<file path="config.mk">
export PLATFORM = sky130hd
export DESIGN_NAME = instr_fetch_unit
export DESIGN_NICKNAME = d
export VERILOG_FILES = /design/src/rtl/mcu_isa_pkg.sv /design/src/rtl/instr_fetch_unit.sv
export SDC_FILE = /design/constraint.sdc
export NUM_CORES = 1
export LEC_CHECK = 0
export CAP_MARGIN = 0
export CORE_MARGIN = 4
export CORE_UTILIZATION = 27
export DETAILED_ROUTE_END_ITERATION = 6
export REMOVE_ABC_BUFFERS = 1
export SYNTH_ARGS = -nofsm -noshare
export SYNTH_HDL_FRONTEND = slang
export SYNTH_SLANG_ARGS = --single-unit
</file>
<file path="constraint.sdc">
create_clock -name clk -period 1.9 [get_ports clk]
set_input_delay 0.285 -clock clk [delete_from_list [all_inputs] [get_ports clk]]
set_output_delay 0.285 -clock clk [all_outputs]
set_load 0.02 [all_outputs]
</file>
<file path="src/rtl/mcu_isa_pkg.sv">
// Shared ISA definitions for the 8-bit MCU: opcode values, instruction length
// decode and the fetch FSM state encoding.
package mcu_isa_pkg;

  localparam int ISA_W = 8;

  localparam logic [ISA_W-1:0] OP_NOP      = 8'h00;
  localparam logic [ISA_W-1:0] OP_BRA      = 8'h20;
  localparam logic [ISA_W-1:0] OP_BMI      = 8'h21;
  localparam logic [ISA_W-1:0] OP_BEQ      = 8'h22;
  localparam logic [ISA_W-1:0] OP_BCS      = 8'h23;
  localparam logic [ISA_W-1:0] OP_ALU_LO   = 8'h40;
  localparam logic [ISA_W-1:0] OP_ALU_HI   = 8'h4F;
  localparam logic [ISA_W-1:0] OP_LDA_IMM  = 8'h86;
  localparam logic [ISA_W-1:0] OP_LDA_DIR  = 8'h87;
  localparam logic [ISA_W-1:0] OP_LDX_IMM  = 8'h88;
  localparam logic [ISA_W-1:0] OP_LDX_DIR  = 8'h89;
  localparam logic [ISA_W-1:0] OP_STAA_DIR = 8'h96;
  localparam logic [ISA_W-1:0] OP_STX_DIR  = 8'h97;

  typedef enum logic [1:0] {
    S_OPCODE,
    S_OPERAND,
    S_HOLD
  } fetch_state_t;

  // Opcodes that are followed by an operand byte.
  function automatic logic is_two_byte(input logic [ISA_W-1:0] op);
    case (op)
      OP_LDA_IMM, OP_LDA_DIR, OP_LDX_IMM, OP_LDX_DIR,
      OP_STAA_DIR, OP_STX_DIR,
      OP_BRA, OP_BMI, OP_BEQ, OP_BCS: return 1'b1;
      default:                        return 1'b0;
    endcase
  endfunction

  // Opcodes present in the length table; anything else traps in execute.
  function automatic logic is_legal(input logic [ISA_W-1:0] op);
    if (is_two_byte(op))
      return 1'b1;
    if (op == OP_NOP)
      return 1'b1;
    return (op >= OP_ALU_LO) && (op <= OP_ALU_HI);
  endfunction

endpackage

</file>
<file path="src/rtl/instr_fetch_unit.sv">
// Program-memory fetch for the 8-bit MCU. Reads the combinational program ROM
// at the current pc, assembles 1- or 2-byte instructions, folds unconditional
// BRA into the pc, and presents everything else to execute over valid/ready.
module instr_fetch_unit
  import mcu_isa_pkg::*;
#(
  parameter int                ADDR_W   = 7,
  parameter int                DATA_W   = 8,
  parameter logic [ADDR_W-1:0] RESET_PC = '0
) (
  input  logic              clk,
  input  logic              reset,
  output logic [ADDR_W-1:0] rom_address,
  input  logic [DATA_W-1:0] rom_data,
  output logic              instr_valid,
  input  logic              instr_ready,
  output logic [DATA_W-1:0] instr_opcode,
  output logic [DATA_W-1:0] instr_operand,
  output logic              instr_two_byte,
  output logic              instr_illegal,
  output logic [ADDR_W-1:0] instr_pc,
  input  logic              redirect_valid,
  input  logic [ADDR_W-1:0] redirect_addr
);

  fetch_state_t      state;
  logic [ADDR_W-1:0] pc;
  logic [ADDR_W-1:0] pc_inc;
  logic              valid_r;
  logic [DATA_W-1:0] op_r;
  logic [DATA_W-1:0] operand_r;
  logic              two_byte_r;
  logic              illegal_r;
  logic [ADDR_W-1:0] ipc_r;

  // Branch target relative to the address after the operand byte. The cast
  // sign-extends (or truncates) the displacement to ADDR_W, so the sum wraps
  // modulo 2**ADDR_W.
  function automatic logic [ADDR_W-1:0] bra_target(
    input logic        [ADDR_W-1:0] next_pc,
    input logic signed [DATA_W-1:0] off
  );
    logic [ADDR_W-1:0] off_a;
    off_a = ADDR_W'(off);
    return next_pc + off_a;
  endfunction

  // Sequential pc increment, naturally wrapping at the top of program memory.
  assign pc_inc      = pc + ADDR_W'(1);
  assign rom_address = pc;

  assign instr_valid    = valid_r;
  assign instr_opcode   = op_r;
  assign instr_operand  = operand_r;
  assign instr_two_byte = two_byte_r;
  assign instr_illegal  = illegal_r;
  assign instr_pc       = ipc_r;

  // Fetch FSM: redirect overrides everything; otherwise opcode, optional
  // operand, then hold until execute takes the instruction.
  always_ff @(posedge clk or negedge reset) begin
    if (!reset) begin
      state      <= S_OPCODE;
      pc         <= RESET_PC;
      valid_r    <= 1'b0;
      op_r       <= '0;
      operand_r  <= '0;
      two_byte_r <= 1'b0;
      illegal_r  <= 1'b0;
      ipc_r      <= '0;
    end else if (redirect_valid) begin
      // A held instruction seeing ready in this cycle has already been taken
      // by execute; dropping valid here is all that is needed.
      pc      <= redirect_addr;
      state   <= S_OPCODE;
      valid_r <= 1'b0;
    end else begin
      case (state)
        S_OPCODE: begin
          op_r       <= rom_data;
          ipc_r      <= pc;
          pc         <= pc_inc;
          two_byte_r <= is_two_byte(rom_data[ISA_W-1:0]);
          illegal_r  <= !is_legal(rom_data[ISA_W-1:0]);
          if (is_two_byte(rom_data[ISA_W-1:0])) begin
            state <= S_OPERAND;
          end else begin
            operand_r <= '0;
            valid_r   <= 1'b1;
            state     <= S_HOLD;
          end
        end
        S_OPERAND: begin
          operand_r <= rom_data;
          if (op_r[ISA_W-1:0] == OP_BRA) begin
            // Unconditional branch is resolved here and never shown to execute.
            pc    <= bra_target(pc_inc, rom_data);
            state <= S_OPCODE;
          end else begin
            pc      <= pc_inc;
            valid_r <= 1'b1;
            state   <= S_HOLD;
          end
        end
        S_HOLD: begin
          if (instr_ready) begin
            valid_r <= 1'b0;
            state   <= S_OPCODE;
          end
        end
        default: begin
          valid_r <= 1'b0;
          state   <= S_OPCODE;
        end
      endcase
    end
  end

endmodule

</file>
# After elaboration in Yosys (flattened, before gate mapping)

Index checks and enable logic that the tools add are counted.

Register bits: 35
Bits of input ports: 19
Output and inout bits: 33
Logic and storage cells: 71

Add/sub/neg operators: 2
Magnitude comparators: 2
Equality and inequality tests: 17
Multiplexer cells: 31
Bitwise gates (word level): 1
Reductions and logical operators: 10

Operators with widths:

| kind                                                                             | count |
|---|---|
| 8-bit equality test, second input constant                                       | 6 |
| 8-bit by 6-bit equality test with 1-bit output, second input constant            | 5 |
| 1-bit two-way mux                                                                | 20 |
| 8-bit case mux with 2 select lines                                               | 1 |
| 7-bit two-way mux                                                                | 2 |
| 7-bit case mux with 2 select lines                                               | 1 |
| 10-bit OR reduction                                                              | 1 |
| 3-bit != test, second input constant                                             | 3 |
| 8-bit by 7-bit >= comparator with 1-bit output, second input constant            | 1 |
| 8-bit by 7-bit less-or-equal comparator with 1-bit output, second input constant | 1 |
| 8-bit logical NOT                                                                | 1 |
| 2-bit two-way mux                                                                | 4 |
| 8-bit two-way mux                                                                | 1 |
| 7-bit by 1-bit adder with 7-bit output, second input constant                    | 1 |
| 7-bit adder                                                                      | 1 |
| 2-bit case mux with 3 select lines                                               | 1 |
| 3-bit AND reduction                                                              | 2 |
| 1-bit case mux with 3 select lines                                               | 1 |
| 3-bit nonzero test                                                               | 1 |
| 2-bit by 1-bit equality test with 1-bit output, second input constant            | 1 |
| 2-bit equality test, second input constant                                       | 1 |
| 2-bit logical NOT                                                                | 1 |
| 2-bit != test, second input constant                                             | 1 |
| 2-bit AND reduction                                                              | 1 |
| other kinds (4)                                                                  | 4 |

# Depth between registers and ports, before layout

Depth after elaboration: 16
Depth in mapped cells: 9
Mapped depth without buffers: 9

# Least setup slack after synthesis

No wires, ideal clock.

Path kind: reg2reg
Start point: register pc[0], in the netlist rom_address[0]
End point: register pc[6], in the netlist rom_address[6]
Setup time: 123 ps
Arrival time: 2097 ps
Slack: -320 ps
Stages on the path, launching flop included: 9
Buffers on the path: 0
Period minus slack after synthesis: 2220 ps
Cells stage by stage: dfrtp_1 -> ha_1 -> inv_1 -> fa_1 -> nand2b_1 -> a2111oi_0 -> a211oi_1 -> mux2i_1 -> nand2_1

Cells in the longest elaborated chain, start to end: 5

RTL lines:

| element                                    | RTL line               | RTL |
|---|---|---|
| start, declared                            | instr_fetch_unit.sv:27 | `logic [ADDR_W-1:0] pc;` |
| start signal, assigned                     | instr_fetch_unit.sv:74 | `pc <= redirect_addr;` |
| start signal, assigned                     | instr_fetch_unit.sv:82 | `pc <= pc_inc;` |
| start signal, assigned                     | instr_fetch_unit.sv:97 | `pc <= bra_target(pc_inc, rom_data);` |
| 7-bit by 1-bit adder with 7-bit output (*) | instr_fetch_unit.sv:49 | `assign pc_inc = pc + ADDR_W'(1);` |
| 7-bit adder                                | instr_fetch_unit.sv:45 | `return next_pc + off_a;` |
| 7-bit two-way mux                          | instr_fetch_unit.sv:95 | `if (op_r[ISA_W-1:0] == OP_BRA) begin` |
| 7-bit case mux with 2 select lines (*)     | instr_fetch_unit.sv:78 | `case (state)` |
| 7-bit two-way mux (*)                      | instr_fetch_unit.sv:71 | `end else if (redirect_valid) begin` |

Mark *: on every way between the ends. The rest lies on a longest branch, timed or not.
A chain may end at the register's enable or synchronous reset.

# Worst setup path in the final report

Ends and elaborated chain as after synthesis.

==> impl_metrics.json <==
{
  "leakage_nw": 1.42,
  "skew_ns": 0.00517,
  "relSlewSlack": 0.629,
  "maxCapViolations": 0,
  "period_share": 1.12,
  "core_area_um2": 6870,
  "vdd_drop_max_mv": 0.511,
  "rsz0062_at_grt": "true",
  "cts_root_buf": "clkbuf_8",
  "route.detailed.drc": 0,
  "yosys-top-cells-area": "dfrtp_1 46%, nand2_1 10%, ha_1 5.2%",
  "setup_tns_ns": -0.373,
  "insertion_delay_ns": 0.28,
  "synthCells": 215,
  "synth.cell_area_um2": 1920,
  "antenna_found_initial": 0,
  "vias_per_cell": 4.68,
  "ys_seq_area_frac": 0.455,
  "numCtsBuffers": 5,
  "fmax_mhz": 471,
  "final_max_slew_viol_count": 0,
  "cp-start-kind": "register",
  "routed_wl_um": 6030,
  "dp.cells": 392,
  "cts.reportedPaths.clkPinSlew_ns": 0.07,
  "gp_congestion": 0.847,
  "violations": "negative setup slack",
  "p_total_mw": 2.80,
  "finalInstanceArea_um2": 3240,
  "cp-end-kind": "register",
  "yosysWarnings": 0,
  "place_area_um2": 2800,
  "placement_rows": 30,
  "crit_required_ns": 2.07,
  "synth_top_area_cell": "dfrtp_1",
  "grt_usage": 0.144,
  "whs_ns": 0.416,
  "antenna_cells": 0,
  "grt-ovfl-total": 0,
  "cts_tree": "done",
  "dp_slack_ns": -0.588,
  "vias": 1895,
  "fin_cells": 405,
  "final-hold-violation-count": 0,
  "final_util": 0.472,
  "die-height_um": 92.4,
  "cts_buffer_depth": 2,
  "drt_iter0_drc": 91,
  "initial_utilization": 0.280,
  "period_minus_slack_ns": 2.12,
  "drive_above_1_share": 0.282,
  "syn2layout_area_growth_pct": 68.4,
  "htree_levels": 2,
  "grt_pass1_wl_um": 9800,
  "powerDensity_nw_per_um2": 864,
  "avgSynthCellArea_um2": 8.94,
  "hold_path_class": "in -> async",
  "grt_start_max_net_pins": 36,
  "clock-sinks": 35,
  "io_buffers": 51,
  "finalWorstSetupSlack_ns": -0.223,
  "io_pins": 52,
  "die_area_um2": 8540,
  "antenna_left": 0,
  "grt_pass1_vias": 1939,
  "criticalPathCategory": "reg -> reg",
  "fin_nets": 338,
  "drtPass1Iterations": 4,
  "synth_ff_type": "dfrtp_1",
  "netlist.area_leader.share": 0.455,
  "ys_async_sr_fraction": 1.00,
  "routedWlPerCell_um": 14.9,
  "post-dp-hpwl_um": 4470,
  "ys_types": 41,
  "ys_ff_latch": 35,
  "worstMarginPinSlew_ns": 0.555,
  "arrival_ns": 2.30,
  "dieWidth_um": 92.4,
  "status": "complete, but fails checks",
  "path_max_fanout": 3,
  "synth-edff-count": 0,
  "finalSetupViolCount": 3
}
==> critical path, stage by stage (launching register included) <==
cell and delay [ns]:
dfrtp_2 0.44, buf_6 0.13, inv_4 0.05, ha_4 0.13, inv_2 0.03, fa_2 0.38, nand2b_4 0.18, a2111oi_4 0.38
a211oi_2 0.07, mux2i_1 0.16, nand2_1 0.06
==> final timing paths <==
path | start | endpoint | slack (ns) | cells after the start
min reg2reg | instr_pc[2]$_DFFE_PN0P_ | instr_pc[2]$_DFFE_PN0P_ | 0.48 | 2
max in group asynchronous | reset | rom_address[3]$_DFFE_PN0P_ | 1.15 | 2
min | reset | instr_pc[4]$_DFFE_PN0P_ | 0.42 | 2
max reg2reg | rom_address[0]$_DFFE_PN0P_ | rom_address[6]$_DFFE_PN0P_ | -0.22 | 10
max | rom_address[0]$_DFFE_PN0P_ | rom_address[6]$_DFFE_PN0P_ | -0.22 | 10
min in group clk | instr_pc[2]$_DFFE_PN0P_ | instr_pc[2]$_DFFE_PN0P_ | 0.48 | 2
==> flip-flops by register name, indices dropped and copies added (netlist names) <==
| signal | cells |
|---|---|
| instr_pc | 7 |
| state | 2 |
| instr_two_byte | 1 |
| instr_valid | 1 |
| instr_illegal | 1 |
| rom_address | 7 |
| instr_opcode | 8 |
| instr_operand | 8 |
==> cells in the mapped netlist (3+ instances only) <==
library cell / instances
nand3_1: 7
nor4_1: 3
dfrtp_1: 35
buf_2: 5
nand2_1: 51
nor2b_1: 5
inv_1: 7
a21oi_1: 14
xnor2_1: 3
nor2_1: 12
a22o_1: 8
ha_1: 8
o21ai_1: 10
a211oi_1: 6
clkbuf_1: 3
o21ai_0: 5
a21o_1: 3
==> cell usage in the layout, fill, tap and decap left out, types with 2 or more instances in the layout <==
cell type        count
nand2_1             51
clkdlybuf4s50_1     51
buf_4               39
dfrtp_1             32
a21oi_1             12
nor2_1              11
o21ai_1             11
a22o_1               8
ha_4                 6
inv_1                5
clkbuf_8             5
buf_6                5
nor2b_1              4
nand3_2              3
nor4_1               3
a21o_1               3
a211oi_2             3
a211oi_1             3
dfrtp_2              3
nand3_4              2
xnor2_4              2
nor4b_1              2
a21oi_2              2
o21ai_0              2
mux2i_1              2
nand3_1              2
o221ai_1             2
ha_1                 2
==> cell families after synthesis <==
family | count (synthesis) | share of synthesized area
AOI/OAI and AO/OA | 53 | 0.178
xor gates and xnor gates | 4 | 0.0182
adders and majority gates | 9 | 0.0625
buffers and inverters | 15 | 0.0325
DFF | 35 | 0.455
muxes | 3 | 0.0163
and+or+nand+nor | 96 | 0.237
==> cell type report <==
cell class	instances	area (µm²)
Sequential cell	35	880
Timing Repair Buffer	96	880
Multi-Input combinational cell	165	1260
Fill cell	661	3630
Tap cell	96	120
Clock buffer	6	72.6
Inverter	7	28.8
==> where the power goes <==
| part | switching (mW) | leakage [nW] | internal [mW] |
|---|---|---|---|
| Clock | 0.254 | 0.0371 | 0.244 |
| Combinational | 0.653 | 0.940 | 0.706 |
| Sequential | 0.0910 | 0.440 | 0.850 |
==> routing by layer <==
metal / routed length (µm) / track usage / vias to the layer above
met5: 0 / 0 / -
met4: 69 / 0.0359 / 0
met3: 250 / 0.0357 / 9
met2: 3000 / 0.239 / 40
met1: 2710 / 0.186 / 902
li1: - / - / 944
==> repair_timing <==
action                                  4_1_cts  5_1_grt
pin swaps                                     5       19
gates resized for setup                      16       42
setup buffers                                 1        7
endpoints found under the setup margin        5       16
hold buffers                                  0        0
Power figures use the tool's default switching activity.
